$ cat src/rtl/finn_rtl_krnl_final_example_axis_checksum.sv
// Output stage of the vadd stream: forwards result beats through a 2-entry
// skid buffer and reports a lane-wise modular sum, beat count and kept-byte
// count for each packet once every beat has left on the m side.
module finn_rtl_krnl_final_example_axis_checksum #(
  parameter int C_AXIS_TDATA_WIDTH = 512,
  parameter int C_LANE_WIDTH       = 32,
  parameter int C_COUNT_WIDTH      = 32
) (
  input  logic                            aclk,
  input  logic                            areset_n,
  input  logic                            ctrl_start,
  output logic                            busy,
  input  logic                            s_axis_tvalid,
  output logic                            s_axis_tready,
  input  logic [C_AXIS_TDATA_WIDTH-1:0]   s_axis_tdata,
  input  logic [C_AXIS_TDATA_WIDTH/8-1:0] s_axis_tkeep,
  input  logic                            s_axis_tlast,
  output logic                            m_axis_tvalid,
  input  logic                            m_axis_tready,
  output logic [C_AXIS_TDATA_WIDTH-1:0]   m_axis_tdata,
  output logic [C_AXIS_TDATA_WIDTH/8-1:0] m_axis_tkeep,
  output logic                            m_axis_tlast,
  output logic                            sum_valid,
  output logic [C_LANE_WIDTH-1:0]         sum_data,
  output logic [C_COUNT_WIDTH-1:0]        beat_count,
  output logic [C_COUNT_WIDTH-1:0]        byte_count
);

  localparam int KEEP_W  = C_AXIS_TDATA_WIDTH / 8;
  localparam int N_LANES = C_AXIS_TDATA_WIDTH / C_LANE_WIDTH;

  typedef enum logic [1:0] {IDLE, RUN, DRAIN} state_t;

  state_t state, state_next;
  logic   report;

  // Skid storage: two entries addressed as a tiny circular buffer.
  logic [C_AXIS_TDATA_WIDTH-1:0] data_mem [2];
  logic [KEEP_W-1:0]             keep_mem [2];
  logic                          last_mem [2];
  logic                          wr_ptr, rd_ptr;
  logic [1:0]                    count, count_next;
  logic                          s_ready_q;
  logic                          s_fire, m_fire, m_valid;

  // Per-beat contribution to the statistics.
  logic [C_AXIS_TDATA_WIDTH-1:0] masked;
  logic [C_LANE_WIDTH-1:0]       beat_sum;
  logic [C_COUNT_WIDTH-1:0]      beat_bytes;

  logic [C_LANE_WIDTH-1:0]       sum_q;
  logic [C_COUNT_WIDTH-1:0]      beats_q, bytes_q;
  logic                          sum_valid_q;

  assign m_valid = (count != 2'd0);
  assign s_fire  = s_axis_tvalid & s_ready_q;
  assign m_fire  = m_valid & m_axis_tready;

  // Occupancy after this cycle's push and pop.
  always_comb begin
    // NOTE: every combinational output gets a default first, so no path leaves it unassigned and no latch is inferred.
    count_next = count;
    case ({s_fire, m_fire})
      2'b10:   count_next = count + 2'd1;
      2'b01:   count_next = count - 2'd1;
      default: count_next = count;
    endcase
  end

  // Next-state logic; report marks the cycle the packet is fully drained.
  always_comb begin
    state_next = state;
    report     = 1'b0;
    case (state)
      IDLE:    if (ctrl_start) state_next = RUN;
      RUN:     if (s_fire && s_axis_tlast) state_next = DRAIN;
      DRAIN: begin
        if (count == 2'd0) begin
          report     = 1'b1;
          state_next = IDLE;
        end
      end
      default: state_next = IDLE;
    endcase
  end

  // State register.
  always_ff @(posedge aclk) begin
    // NOTE: sequential state uses non-blocking assignments so every register samples pre-edge values.
    if (!areset_n) state <= IDLE;
    else           state <= state_next;
  end

  // Registered s-side ready: open only in RUN and only while an entry will be free.
  always_ff @(posedge aclk) begin
    if (!areset_n) s_ready_q <= 1'b0;
    else           s_ready_q <= (state_next == RUN) && (count_next != 2'd2);
  end

  // Skid pointers and occupancy.
  always_ff @(posedge aclk) begin
    if (!areset_n) begin
      wr_ptr <= 1'b0;
      rd_ptr <= 1'b0;
      count  <= 2'd0;
    end else begin
      if (s_fire) wr_ptr <= ~wr_ptr;
      if (m_fire) rd_ptr <= ~rd_ptr;
      count <= count_next;
    end
  end

  // Skid payload storage.
  always_ff @(posedge aclk) begin
    // NOTE: payload storage has no reset; outputs are gated by valid, so stale contents never reach a port.
    if (s_fire) begin
      data_mem[wr_ptr] <= s_axis_tdata;
      keep_mem[wr_ptr] <= s_axis_tkeep;
      last_mem[wr_ptr] <= s_axis_tlast;
    end
  end

  assign m_axis_tvalid = m_valid;
  assign m_axis_tdata  = m_valid ? data_mem[rd_ptr] : '0;
  assign m_axis_tkeep  = m_valid ? keep_mem[rd_ptr] : '0;
  assign m_axis_tlast  = m_valid ? last_mem[rd_ptr] : 1'b0;

  // Mask dropped bytes to zero, then fold lanes and count kept bytes.
  always_comb begin
    masked     = '0;
    beat_sum   = '0;
    beat_bytes = '0;
    for (int i = 0; i < KEEP_W; i++) begin
      masked[8*i +: 8] = s_axis_tkeep[i] ? s_axis_tdata[8*i +: 8] : 8'h00;
      beat_bytes       = beat_bytes + C_COUNT_WIDTH'(s_axis_tkeep[i]);
    end
    for (int l = 0; l < N_LANES; l++) begin
      beat_sum = beat_sum + masked[l*C_LANE_WIDTH +: C_LANE_WIDTH];
    end
  end

  // Packet accumulators: cleared on an accepted start, updated on each accepted beat.
  always_ff @(posedge aclk) begin
    if (!areset_n) begin
      sum_q   <= '0;
      beats_q <= '0;
      bytes_q <= '0;
    end else if (state == IDLE && ctrl_start) begin
      sum_q   <= '0;
      beats_q <= '0;
      bytes_q <= '0;
    end else if (s_fire) begin
      sum_q   <= sum_q + beat_sum;
      beats_q <= beats_q + C_COUNT_WIDTH'(1);
      bytes_q <= bytes_q + beat_bytes;
    end
  end

  // One-cycle report strobe.
  always_ff @(posedge aclk) begin
    if (!areset_n) sum_valid_q <= 1'b0;
    else           sum_valid_q <= report;
  end

  assign s_axis_tready = s_ready_q;
  assign busy          = (state != IDLE);
  assign sum_valid     = sum_valid_q;
  assign sum_data      = sum_q;
  assign beat_count    = beats_q;
  assign byte_count    = bytes_q;

endmodule

$ cat config.mk
export PLATFORM = sky130hd
export DESIGN_NAME = finn_rtl_krnl_final_example_axis_checksum
export DESIGN_NICKNAME = d
export VERILOG_FILES = /design/src/rtl/finn_rtl_krnl_final_example_axis_checksum.sv
export SDC_FILE = /design/constraint.sdc
export NUM_CORES = 2
export LEC_CHECK = 0
export CORE_AREA = 2 2 483 485
export DETAILED_ROUTE_END_ITERATION = 8
export DIE_AREA = 0 0 485 487
export PLACE_DENSITY_LB_ADDON = 0.3
export SYNTH_ARGS = -nofsm -noshare
export SYNTH_HDL_FRONTEND = slang
export SYNTH_SLANG_ARGS = --single-unit
$ cat constraint.sdc
create_clock -name aclk -period 46.6 [get_ports aclk]
set_input_delay 4.66 -clock aclk [delete_from_list [all_inputs] [get_ports aclk]]
set_output_delay 4.66 -clock aclk [all_outputs]
set_load 0.01 [all_outputs]
After elaboration in Yosys (flattened, before gate mapping)
Memory sizes are Yosys's and may differ from the RTL's. A register that Yosys moved wholly into a read port is not among the register bits. Index checks and enable logic that the tools add are counted.

Bitwise operators: 5. Equality and inequality tests: 6. Div/mod/pow operators: 0. Multiply operators: 0. Multiplexer cells: 81. $add $sub $neg: 83. $lt $le $gt $ge: 0. Shift-type cells: 0. Reductions and logical operators: 9.

Operators by type and width (number): adder 32 x 1 -> 32 bit (32); adder 32 bit (17); two-way mux 512 bit (1); two-way mux 8 bit (64); two-way mux 64 bit (1); adder 31 x 1 -> 32 bit (1); adder 32 x 1 -> 32 bit (second input constant) (1); adder 30 x 1 -> 31 bit (1); adder 29 x 1 -> 30 bit (1); adder 28 x 1 -> 29 bit (1); adder 27 x 1 -> 28 bit (1); adder 26 x 1 -> 27 bit (1); adder 25 x 1 -> 26 bit (1); adder 24 x 1 -> 25 bit (1); adder 23 x 1 -> 24 bit (1); adder 22 x 1 -> 23 bit (1); adder 21 x 1 -> 22 bit (1); adder 20 x 1 -> 21 bit (1); adder 19 x 1 -> 20 bit (1); adder 18 x 1 -> 19 bit (1); adder 17 x 1 -> 18 bit (1); adder 16 x 1 -> 17 bit (1); adder 15 x 1 -> 16 bit (1); adder 14 x 1 -> 15 bit (1); 29 further kinds (50).

Output and inout bits: 677. Bits of input ports: 582. Memory bits (writable): 1154. Bits in latches: 0. Bits in registers: 104. Logic and storage cells: 196. ROM bits: 0. Memories kept: 3.

Memories: data_mem (words 2, width 512, rd ports 1, clocked after Yosys merged registers in 1, write ports 1, line 38) `logic [C_AXIS_TDATA_WIDTH-1:0] data_mem [2];`; keep_mem (words 2, width 64, rd ports 1, clocked after Yosys merged registers in 1, write ports 1, line 39) `logic [KEEP_W-1:0] keep_mem [2];`; last_mem (words 2, width 1, rd ports 1, clocked after Yosys merged registers in 1, write ports 1, line 40) `logic last_mem [2];`.

Longest topological paths before layout
Word-level depth: 64. Gate-level depth with buffers: 26. Gate-level depth less buffers: 25.

Worst setup path before layout
OpenSTA, ideal clock, no wires.

Path kind: input-to-reg. Start point: input s_axis_tvalid. End point: register wr_ptr. Setup time: 0.168 ns. Slack: 15.724 ns. Stages on the path: 6. Data required time: 46.432 ns. Buffers on the path: 2. Arrival: 30.708 ns. Path through: and2_1 buf_2 inv_2 clkbuf_1 nor2_1 o21a_1.

Word-level cells in the longest chain between the ends: 1.

RTL lines: start, declared (line 13) `input logic s_axis_tvalid,`; bitwise AND 1 bit (line 56) `assign s_fire = s_axis_tvalid & s_ready_q;`; end signal, assigned (line 107) `if (s_fire) wr_ptr <= ~wr_ptr;`; end, declared (line 41) `logic wr_ptr, rd_ptr;`.

Every way passes these cells. A chain may end at the register's enable or synchronous reset.

Worst setup path in the final report
Start point: input s_axis_tkeep[30]. End point: register sum_q[29] (netlist: sum_data[29]).

Word-level cells in the longest chain between the ends: 11.

RTL lines: start, declared (line 16) `input logic [C_AXIS_TDATA_WIDTH/8-1:0] s_axis_tkeep,`; two-way mux 8 bit (line 134) `masked[8*i +: 8] = s_axis_tkeep[i] ? s_axis_tdata[8*i +: 8] : 8'h00;`; adder 32 bit (9 in series) (line 138) `beat_sum = beat_sum + masked[l*C_LANE_WIDTH +: C_LANE_WIDTH];`; adder 32 bit (line 153) `sum_q <= sum_q + beat_sum;`; end signal, assigned (line 153); end, declared (line 51) `logic [C_LANE_WIDTH-1:0] sum_q;`.

Every way passes these cells.

==> impl_metrics.py <==
metrics = {
    "grt": {
        "grt_antenna_before_repair": 73,
        "grt_pass1_wl_um": 369000,
        "grt_usage_pct": 22.7,
        "grt_overflow_total": 0,
        "grt_pass1_vias": 45600,
        "grt_max_degree": 113,
    },
    "yosys": {
        "yosysWarnings": 0,
        "synthArstFlopShare_pct": 0,
        "avgSynthCellArea_um2": 13.0,
        "synth-seq-area-share_pct": 56.9,
        "syn_inst": 4968,
        "synthFlopType": "edfxtp_1",
        "synth_area_mm2": 0.0646,
        "ys_types": 59,
        "ys_seq_elements": 1259,
        "synth_edf_count": 1154,
        "synth_fp_nets": 6126,
    },
    "sta": {
        "final.period_utilization_pct": 27.6,
        "finalSetupTns_ns": 0,
        "fin_ws_ns": 33.74,
        "timing.fmax_ghz": 0.0778,
        "layout_min_cycle_time_ns": 12.86,
        "relSlewSlack_pct": 6.36,
        "worst_slew_pin_slew_ns": 1.40,
        "fin_skew_ns": 0.0507,
        "hold_viol_final": 0,
        "rsz0062_at_grt": "false",
        "final-setup-viol-count": 0,
        "slew_violations": 0,
        "whs_ns": 0.489,
    },
    "setup_path": {
        "rrSetupSlack_ns": 38.58,
        "crit_fanout": 11,
        "crit_end": "sum_data[29]",
        "r2r-start": "sum_data[16]",
        "crit_required_ns": 47.32,
        "arrival_ns": 13.58,
        "r2r_end": "sum_data[29]",
        "start_kind": "input pin",
        "r2r_cells": 20,
        "worstSetupPathType": "input pin to flop",
        "crit_path_end_kind": "flop",
        "cp-startpoint": "s_axis_tkeep[30]",
    },
    "finish": {
        "drive_gt1_share_pct": 4.96,
        "multi_input_area_mm2": 0.0245,
        "fin_area_mm2": 0.0859,
        "n_fill_cell": 22400,
        "syn_to_final_growth_pct": 33.0,
        "final_cell_mix": "clkdlybuf4s50_1, edfxtp_1, inv_1, nor2_1, mux2i_1",
        "fin_cells": 9452,
        "nets": 7412,
        "register_area_mm2": 0.0368,
        "final_core_util_pct": 37.1,
        "mostFrequentLayoutCell": "clkdlybuf4s50_1",
    },
    "die": {
        "die_w_um": 485,
        "ios": 1259,
        "core_mm2": 0.231,
        "rows": 177,
        "fp.dieH_um": 487,
        "start_util_pct": 27.9,
        "die_area_mm2": 0.236,
    },
    "cts": {
        "cts.sinks": 1259,
        "cts_root_buffer": "clkbuf_16",
        "cts.clk_slew.worst_paths_ns": 0.06,
        "postCtsSetupRepairBufs": 0,
        "cts_buffer_depth": 3,
        "cts_tree": "yes",
        "clk_latency_ns": 0.82,
        "ctsResizeCount": 0,
        "cts_buffers": 152,
        "cts_hold_repair.buffers": 0,
        "h-tree-depth": 4,
    },
    "job": {
        "cap_violations": 0,
    },
    "power_and_ir_drop": {
        "p_comb_share_pct": 56.2,
        "p_sw_share_pct": 42.0,
        "switching_power_mw": 2.40,
        "vdd_drop_max_uv": 119,
        "power_frac_seq_pct": 22.7,
        "p_int_mw": 3.32,
        "cellLeakagePower_nw": 31.1,
        "p_per_area_mw_per_mm2": 66.6,
        "pwr-share-clk_pct": 21.1,
        "fin_total_pwr_mw": 5.73,
    },
    "placement": {
        "pre_cts_ws_ns": 33.08,
        "dpl.cell_count": 9143,
        "postPlaceCellArea_mm2": 0.0809,
        "hpwl_um": 215000,
        "io_buffers": 1258,
        "routabilityCongestion": 0.888,
    },
    "detailed_routing": {
        "vias": 43300,
        "drt_iter0_drc": 2846,
        "ant_nets": 0,
        "routed_wl_um": 272000,
        "wl_per_cell_um": 28.8,
        "dr.pass1.iters": 8,
        "via_per_inst": 4.58,
        "route.detailed.drc": 0,
    },
    "worst_hold_path": {
        "min_path_type": "flop to flop",
    },
    "run_status": {
        "status": "finished, final reports clean",
    },
}
registers in the layout, summed over array words and instances (netlist names), named ones only:
register	count
sum_data	32
keep_mem	128
s_axis_tready	1
wr_ptr	1
state	2
data_mem	1024
rd_ptr	1
count	2
byte_count	32
beat_count	32
sum_valid	1
last_mem	2
kinds of logic after synthesis:
logic type / Yosys count / share of synthesized area (%)
AOI/OAI and AO/OA: 174 / 1.67
xor gates and xnor gates: 95 / 1.29
adders and majority gates: 576 / 17.1
buffers and inverters: 891 / 5.19
DFF: 1259 / 56.9
muxes: 579 / 8.97
and+or+nand+nor: 1394 / 8.91
cell type report:
type                       instances  share of cell area (%)
antenna                           36                   0.105
clock buffer                     182                    4.60
clock inverter                    91                    1.21
inverter                         686                    3.00
multi-input combinational       2818                    28.5
sequential                      1259                    42.8
tap                             3043                    4.43
timing repair buffer            1337                    15.4
power by group through the flow:
stage               Combinational [mW]  Clock [mW]  Sequential [mW]
detailed placement                3.25           0             1.33
floorplan                         2.18           0             1.36
CTS                               3.28        1.23             1.30
finish                            3.22        1.21             1.30
global route                      3.66        1.28             1.31
global placement                  3.23           0             1.33
per-layer routing:
metal	global-route usage (%)	vias to the layer above	part of all wire, %
li1	-	19000	-
met1	25.7	22200	37
met2	41.8	1661	53
met3	5.63	325	7.0
met4	6.61	18	2.7
met5	0	-	0.041
worst min-delay path by stage:
stage	start	endpoint	slack, ns	depth (start not counted)
finish	byte_count[7]	byte_count[7]	0.49	2
global route	byte_count[3]	byte_count[3]	0.51	2
CTS	state[1]	sum_valid	0.49	2
detailed placement	byte_count[3]	byte_count[3]	0.47	2
global placement	byte_count[3]	byte_count[3]	0.47	2
floorplan	state[1]	sum_valid	0.45	2
Yosys cell counts, types with 3 or more instances:
library cell  count  share of area, %
and4_1            4             0.054
or2_2             4             0.039
a21oi_1          72              0.56
and2_1           93              0.90
buf_1            61              0.35
o211ai_2          3             0.058
nand2_1         512               3.0
xnor2_1          61              0.83
xor2_1           34              0.46
mux2i_1         579               9.0
a211oi_1         11              0.13
fa_1            509                16
o31ai_1           3             0.035
a21boi_0          4             0.046
a21o_1            8             0.093
o21a_1            7             0.081
a21oi_2           3             0.041
o2111ai_1         3             0.041
nor2b_1          12              0.12
nand3_1          30              0.23
ha_1             67               1.3
edfxtp_1       1154                54
clkbuf_1        141              0.82
nor3_1           12             0.093
and3_1           12              0.12
o21ai_1           7             0.054
o21ai_0          33              0.26
dfxtp_1         105               3.3
nand4_1          17              0.16
inv_1           685               4.0
nor2_1          667               3.9
or3_1            17              0.16
critical path, stage by stage:
cell	delay (ns)
clkdlybuf4s50_1	1.22
nand2_1	0.25
fa_1	0.61
inv_1	0.05
fa_1	0.50
fa_1	0.75
fa_1	0.50
fa_1	0.49
inv_1	0.05
fa_1	0.47
inv_1	0.04
ha_1	0.52
nand2_1	0.13
nor4_1	0.93
nand3_1	0.17
a211oi_1	1.16
o2111ai_1	0.25
a31oi_1	0.27
nor2_1	0.06
or3_1	0.34
a21oi_1	0.13
Power figures use the tool's default switching activity.
==> variant (same flow settings) <==
Set the parameter `C_AXIS_TDATA_WIDTH` to 128 (it was 512).
--- a/src/rtl/finn_rtl_krnl_final_example_axis_checksum.sv
+++ b/src/rtl/finn_rtl_krnl_final_example_axis_checksum.sv
@@ -4,3 +4,3 @@
 module finn_rtl_krnl_final_example_axis_checksum #(
-  parameter int C_AXIS_TDATA_WIDTH = 512,
+  parameter int C_AXIS_TDATA_WIDTH = 128,
   parameter int C_LANE_WIDTH       = 32,
Ports: changed (resized m_axis_tdata, m_axis_tkeep, s_axis_tdata and s_axis_tkeep); port bits go from 1259 to 395. The function was not compared with the original's and may differ.
==> variant against the original RTL <==
- sequential cell count is 864 lower
- synthesized area is 69% lower
- routed wire length is 68% lower
- worst setup slack better by 3.1 ns
- power is 80% lower
- die area stayed put
- largest cell class unchanged
- final area is 66% lower
- clock power is 67% lower
- highest routed layer unchanged
==> variant: results <==
INSERT INTO impl_metrics (metric_group, metric, value, unit) VALUES
('placement', 'dp_slack', '35.99', 'ns'),
('layout', 'final-nonclk-buf-share', '13.96', '%'),
('outcome', 'run_status', 'finished, final reports clean', ''),
('global_route', 'via_count_of_the_first_global_routing_pass', '14774', ''),
('worst_hold_path', 'worst_hold_startpoint', 'sum_data[10]', ''),
('layout', 'largest_register_ffs', '256', ''),
('layout', 'clk_share', '5.588', '%'),
('clock_tree', 'htree_depth', '2', ''),
('setup_path', 'timing.critical_path.from', 's_axis_tkeep[0]', ''),
('placement', 'place_area', '0.02790', 'mm2'),
('setup_path', 'timing.reg2reg.worst_path_depth', '17', ''),
('yosys', 'synth_fp_nets', '2079', ''),
('pwr', 'power.switching_fraction', '33.73', '%'),
('routing', 'detail_routed_net_length_per_standard_cell', '16.61', 'um'),
('setup_path', 'regToRegSetupSlack', '41.79', 'ns'),
('global_route', 'grt_util_all_layers', '7.272', '%'),
('pwr', 'combinationalPowerShare', '30.8', '%'),
('routing', 'drt-vias-per-instance', '2.692', ''),
('layout', 'insertedDiodeCount', '10', ''),
('clock_tree', 'worst_skew_pair.late_latency', '0.67', 'ns'),
('global_route', 'grtUsageMet3', '1.943', '%'),
('pwr', 'totalPowerFinal', '0.001159', 'W'),
('yosys', 'synth-edff-count', '290', ''),
('placement', 'estimated_wirelength_of_the_detail_placed_design', '67070', 'um'),
('timing', 'clock_skew', '0.02782', 'ns');
variant: cell types whose count changed in the layout (fill, tap and decap cells not counted), moves of 25 or more:
| cell | unedited run | this run |
|---|---|---|
| inv_1 | 685 | 222 |
| diode_2 | 36 | 10 |
| clkdlybuf4s50_1 | 1258 | 394 |
| xnor2_1 | 61 | 31 |
| clkbuf_16 | 153 | 53 |
| edfxtp_1 | 1154 | 290 |
| fa_1 | 509 | 104 |
| nor2_1 | 665 | 225 |
| mux2i_1 | 579 | 149 |
| and2_1 | 92 | 49 |
| nand2_1 | 511 | 180 |
| ha_1 | 67 | 42 |
| buf_4 | 78 | 22 |
variant: critical path, stage by stage:
cell and delay, ns:
clkdlybuf4s50_1 0.88, fa_1 0.76, inv_1 0.05, fa_1 0.49, fa_1 0.43, fa_1 0.51
fa_1 0.20, inv_1 0.07, fa_1 0.45, nand2_1 0.08, nand2_1 0.05, a21o_1 0.20
a21oi_1 0.75, nor2_1 0.26, nand3_1 0.17, xor2_1 0.16, nor2_1 0.05
variant: worst min path at each step:
| stage | to | slack (ns) | depth (start not counted) |
|---|---|---|---|
| 3_3_place_gp | sum_data[8] | 0.47 | 2 |
| 4_1_cts | sum_data[10] | 0.48 | 2 |
| 6_report | sum_data[10] | 0.48 | 2 |
| 2_1_floorplan | sum_valid | 0.45 | 2 |
| 3_5_place_dp | sum_data[10] | 0.47 | 2 |
| 5_1_grt | byte_count[1] | 0.50 | 2 |
variant: cell families (layout without fill, tap and decap cells):
logic type / count (synthesis) / in the layout
AND/OR/NAND/NOR: 559 / 559
flip-flops: 395 / 395
buffers and inverters: 294 / 736
AO/OA/AOI/OAI: 159 / 159
multiplexers: 149 / 149
adder cells (fa/ha/maj): 146 / 146
XOR/XNOR: 81 / 81
other: 0 / 10
